File: src/rtl/wch_sequencer.sv
// Learning-phase sequencer: walks the update mask lowest-first, kicks the
// weight-change engine, sweeps all M synapse indices, then awaits completion.
module wch_sequencer #(
    parameter int unsigned M   = 784,
    parameter int unsigned N   = 8,
    parameter int unsigned NW  = 3,
    parameter int unsigned TMO = 16
) (
    input  logic          clk,
    input  logic          rst,
    input  logic          start_learn,
    input  logic [N-1:0]  update_mask,
    input  logic [N-1:0]  dir,
    input  logic          valid_wch,
    output logic          start_wch,
    output logic          spike_hold,
    output logic [9:0]    ip_select,
    output logic [NW-1:0] neuron_sel,
    output logic          busy,
    output logic          done_learn,
    output logic          error
);

    localparam int unsigned CW = $clog2(TMO + 1);

    typedef enum logic [2:0] {
        S_IDLE,
        S_SCAN,
        S_KICK,
        S_SWEEP,
        S_WAIT,
        S_DONE
    } state_e;

    state_e        state_q, state_d;
    logic [N-1:0]  mask_q, mask_d;
    logic [N-1:0]  dir_q, dir_d;
    logic [CW-1:0] cnt_q, cnt_d;
    logic [9:0]    ip_q, ip_d;
    logic [NW-1:0] nsel_q, nsel_d;
    logic          hold_q, hold_d;
    logic          start_q, start_d;
    logic          busy_q, busy_d;
    logic          done_q, done_d;
    logic          err_q, err_d;

    logic          found;
    logic [NW-1:0] idx;

    wire last_ip  = (ip_q == 10'(M - 1));
    wire tmo_hit  = (cnt_q == CW'(TMO - 1));

    always_ff @(posedge clk) begin
        if (rst) begin
            state_q <= S_IDLE;
            mask_q  <= '0;
            dir_q   <= '0;
            cnt_q   <= '0;
            ip_q    <= '0;
            nsel_q  <= '0;
            hold_q  <= 1'b0;
            start_q <= 1'b0;
            busy_q  <= 1'b0;
            done_q  <= 1'b0;
            err_q   <= 1'b0;
        end else begin
            state_q <= state_d;
            mask_q  <= mask_d;
            dir_q   <= dir_d;
            cnt_q   <= cnt_d;
            ip_q    <= ip_d;
            nsel_q  <= nsel_d;
            hold_q  <= hold_d;
            start_q <= start_d;
            busy_q  <= busy_d;
            done_q  <= done_d;
            err_q   <= err_d;
        end
    end

    // Lowest set bit of the pending mask wins.
    always_comb begin
        found = 1'b0;
        idx   = '0;
        for (int unsigned i = 0; i < N; i++) begin
            if (!found && mask_q[i]) begin
                found = 1'b1;
                idx   = NW'(i);
            end
        end
    end

    always_comb begin
        state_d = state_q;
        case (state_q)
            S_IDLE:  if (start_learn) state_d = S_SCAN;
            S_SCAN:  state_d = found ? S_KICK : S_DONE;
            S_KICK:  state_d = S_SWEEP;
            S_SWEEP: if (last_ip) state_d = S_WAIT;
            S_WAIT: begin
                if (valid_wch)    state_d = S_SCAN;
                else if (tmo_hit) state_d = S_DONE;
            end
            S_DONE:  state_d = S_IDLE;
            default: state_d = S_IDLE;
        endcase
    end

    // Outputs are registered, so their next values are decoded from state_d.
    always_comb begin
        mask_d  = mask_q;
        dir_d   = dir_q;
        cnt_d   = cnt_q;
        ip_d    = ip_q;
        nsel_d  = nsel_q;
        hold_d  = hold_q;
        busy_d  = busy_q;
        err_d   = err_q;
        start_d = (state_d == S_KICK);
        done_d  = (state_d == S_DONE);
        case (state_q)
            S_IDLE: begin
                if (start_learn) begin
                    mask_d = update_mask;
                    dir_d  = dir;
                    err_d  = 1'b0;
                    busy_d = 1'b1;
                end
            end
            S_SCAN: begin
                ip_d = '0;
                if (found) begin
                    nsel_d = idx;
                    hold_d = dir_q[idx];
                end
            end
            S_KICK: ip_d = 10'd1;
            S_SWEEP: begin
                ip_d  = last_ip ? '0 : ip_q + 10'd1;
                cnt_d = '0;
            end
            S_WAIT: begin
                if (valid_wch) begin
                    mask_d[nsel_q] = 1'b0;
                    cnt_d          = '0;
                end else if (tmo_hit) begin
                    err_d  = 1'b1;
                    mask_d = '0;
                    cnt_d  = '0;
                end else begin
                    cnt_d = cnt_q + CW'(1);
                end
            end
            S_DONE:  busy_d = 1'b0;
            default: ;
        endcase
    end

    assign start_wch  = start_q;
    assign spike_hold = hold_q;
    assign ip_select  = ip_q;
    assign neuron_sel = nsel_q;
    assign busy       = busy_q;
    assign done_learn = done_q;
    assign error      = err_q;

endmodule

File: config.mk
export PLATFORM = sky130hd
export DESIGN_NAME = wch_sequencer
export DESIGN_NICKNAME = d
export VERILOG_FILES = /design/src/rtl/wch_sequencer.sv
export SDC_FILE = /design/constraint.sdc
export NUM_CORES = 1
export LEC_CHECK = 0
export ABC_AREA = 0
export CAP_MARGIN = 20
export CORE_ASPECT_RATIO = 2
export CORE_MARGIN = 2
export CORE_UTILIZATION = 45
export DETAILED_ROUTE_END_ITERATION = 8
export GPL_TIMING_DRIVEN = 0
export PLACE_DENSITY = 0.7
export SLEW_MARGIN = 5
export SYNTH_ARGS = -nofsm -noshare
export SYNTH_HDL_FRONTEND = slang
export SYNTH_SLANG_ARGS = --single-unit
File: constraint.sdc
create_clock -name clk -period 2.2 [get_ports clk]
set_input_delay 0.22 -clock clk [delete_from_list [all_inputs] [get_ports clk]]
set_output_delay 0.22 -clock clk [all_outputs]
set_load 0.005 [all_outputs]
==> flow_summary.ini <==
[global_routing]
grt_max_degree = 12
grtUsageTotal_pct = 22.68
grt_use_met2_pct = 41.92
met1_usage_pct = 23.08
overflow = 0
grt_pass1_wl_um = 8997
grt_pass1_vias = 1969
grt-busiest-layer = met2
met3_usage_pct = 3.709
antenna_found_initial = 0

[sta]
relSlewSlack_pct = 58.97
tns_ns = 0
finalSetupViolations = 0
clock.fmax_mhz = 503.8
finalWorstSetupSlack_ns = 0.2151
hold_viol_final = 0
finalCritPeriodShare_pct = 90.22
skew_ns = 0.006027
report.final.slew_viol_count = 0
tightest_slew_ns = 0.6154
hold_slack_ns = 0.4546
period_needed_ns = 1.985
rsz0062_at_grt = no

[layout]
final_cell_area_um2 = 2630
nNetsFinal = 317
multi_input_area_um2 = 1185
seqCellArea_um2 = 842.1
mostFrequentLayoutCells = dfxtp_1 (41), a21oi_1 (38), clkdlybuf4s50_1 (37)
syn_to_final_growth_pct = 24.82
n_antenna_cell = 0
drive_gt1_share_pct = 9.864
nFillCells = 440
final_common_cell = dfxtp_1

[route]
totalWireLength_um = 5318
via_count = 2026
wire_per_inst_um = 15.24
drc = 0
drt_pass1_iterations = 4
ant_nets = 0
drt_iter0_markers = 40
vias_per_cell = 5.805

[setup_path]
crit_fanout = 6
r2r-end = spike_hold$_SDFFE_PP0P_
cp-end-kind = flop
rr_worst_depth = 5
timing.rr.start = mask_q[0]$_SDFFE_PP0P_
cp_data_arrival_time_ns = 2.17
crit_type = reg -> reg
startpoint_type = flop
cp.required_ns = 2.39
r2r_slack_ns = 0.22

[power]
p_leak_nw = 0.9396
combPwrFrac_pct = 40.6
pwr-share-clk_pct = 19.6
switchingPower_w = 0.0009714
peakVddDrop_v = 0.0006336
p_total_w = 0.002538
swShare_pct = 38.27
powerDensity_nw_per_um2 = 965.0
seq_power_share_pct = 39.7
internal-power_w = 0.001567

[yosys]
ys_warn_count = 0
synth_adder_area_share_pct = 1.188
syn-num-nets = 273
synth_mux_area_share_pct = 2.613
synth-compound-area-share_pct = 25.77
yosys_register_bits = 42
syn_avg_cell_area_um2 = 8.395
synth_area_um2 = 2107
synth_edf_count = 0
synth_xor_area_share_pct = 0
synthSimpleGateAreaFrac_pct = 26.66
netlist_instances = 251
dominantRegCellSynth = dfxtp_1
synthArstFlopShare_pct = 0
synth_cell_types = 54
ys_seq_area_share_pct = 39.90
synth_top_family_by_area = simple AND/OR/NAND/NOR gates

[clock_network]
ctsLongestPathBuffers = 2
cts.sinks = 42
clk_pin_slew_ns = 0.08
post_cts_buffers = 0
cts_made_buffers = 5
insertion_delay_ns = 0.29
h-tree-depth = 2
cts_tree = built
root_buffer = clkbuf_8

[floorplanning]
core_area_um2 = 4554
io_pins = 38
initial_utilization_pct = 46.26
die_w_um = 52.39
rows = 35
dieArea_um2 = 5279
die_h_um = 100.8

[place]
place_ws_ns = 0.1701
port_buffers = 37
postPlaceCellArea_um2 = 2546
hpwl_um = 4078
gp_congestion = 0.8838

[flow_run]
drv_cap = 0

[worst_hold_path]
hold_path_end = dir_q[3]$_SDFFE_PP0P_
min_path_cells = 2
hold_class = reg -> reg
worstHoldStart = dir_q[3]$_SDFFE_PP0P_

[run_status]
status = complete, no violations
[power by group through the flow]
stage | sequential (W) | clock, W | combinational (W)
3_5_place_dp | 0.00102 | 0 | 0.00103
4_1_cts | 0.00100 | 0.000507 | 0.00104
5_1_grt | 0.00102 | 0.000539 | 0.00116
3_3_place_gp | 0.00102 | 0 | 0.00102
2_1_floorplan | 0.000993 | 0 | 0.000742
6_report | 0.00101 | 0.000498 | 0.00103
[cell usage after synthesis, types with 2 or more instances]
| master | number | area share (%) |
|---|---|---|
| o21ai_0 | 15 | 3.6 |
| nor3b_1 | 3 | 1.1 |
| nor3_1 | 5 | 1.2 |
| nor4b_4 | 2 | 2.3 |
| a211oi_1 | 3 | 1.1 |
| a31oi_1 | 6 | 1.8 |
| ha_1 | 2 | 1.2 |
| o21bai_1 | 3 | 1.1 |
| a21oi_1 | 38 | 9.0 |
| nor2_1 | 19 | 3.4 |
| nand3_1 | 6 | 1.4 |
| buf_2 | 2 | 0.48 |
| a311oi_1 | 6 | 2.5 |
| o211ai_1 | 2 | 0.71 |
| mux2i_1 | 4 | 1.9 |
| nand4_1 | 2 | 0.59 |
| clkbuf_1 | 4 | 0.71 |
| a41oi_1 | 2 | 0.83 |
| and3_1 | 3 | 0.89 |
| inv_1 | 8 | 1.4 |
| or2_2 | 3 | 0.89 |
| dfxtp_1 | 42 | 40 |
| nand2b_1 | 6 | 1.8 |
| nand2_1 | 34 | 6.1 |
| buf_4 | 2 | 0.71 |
[worst max-delay path: stages, from the launching register on]
cell and delay [ns]:
dfxtp_1 0.38, or4_4 0.60, nor2_4 0.20, mux2_4 0.32, a211o_1 0.29, o211a_1 0.10
[cells by family (layout without fill, tap and decap cells)]
logic type,count (synthesis),count (layout)
AOI/OAI and AO/OA,86,86
muxes,5,5
buffers and inverters,17,60
and+or+nand+nor,99,99
DFF,42,42
adders and majority gates,2,2
[area by class of cell]
class,count,area share [%]
Multi-Input combinational cell,192,45.05
Sequential cell,42,32.02
Timing Repair Buffer,37,14.08
Clock buffer,6,3.140
Tap cell,55,2.617
Buffer,9,1.951
Inverter,8,1.142
[layer usage]
layer	part of all wire (%)	vias up	routed length, um
met5	0	-	0
met4	3.3	0	178
met3	2.4	14	128
met2	56	42	3004
met1	38	966	2005
li1	-	1004	-
[stage by stage]
| stage | util, % | std cells |
|---|---|---|
| floorplan | - | 251 |
| global placement | 55.91 | 343 |
| detailed placement | 55.91 | 343 |
| CTS | 57.72 | 349 |
| global route | 57.75 | 349 |
| finish | 57.75 | 349 |
[sequential cells by signal, indices dropped and copies added, names as in the netlist]
name	flops
busy	1
cnt_q	5
dir_q	8
done_learn	1
error	1
ip_select	10
mask_q	8
neuron_sel	3
spike_hold	1
start_wch	1
state_q	3
[how the worst max path moves through the flow]
stage	cells after the start	slack [ns]	endpoint	startpoint
floorplan	5	0.35	spike_hold$_SDFFE_PP0P_	mask_q[0]$_SDFFE_PP0P_
global placement	6	0.20	done_learn$_SDFF_PP0_	valid_wch
finish	5	0.22	spike_hold$_SDFFE_PP0P_	mask_q[0]$_SDFFE_PP0P_
detailed placement	7	0.17	ip_select[2]$_SDFFE_PP0P_	ip_select[0]$_SDFFE_PP0P_
CTS	7	0.16	ip_select[2]$_SDFFE_PP0P_	ip_select[0]$_SDFFE_PP0P_
global route	7	0.04	dir_q[6]$_SDFFE_PP0P_	state_q[0]$_SDFF_PP0_
[what timing repair did]
action / 4_1_cts / 5_1_grt
endpoints found under the hold margin: 0 / 0
resized for setup: 0 / 1
hold buffers: 0 / 0
setup endpoints to repair: 0 / 2
No activity file was read; power rests on OpenSTA's default activity.
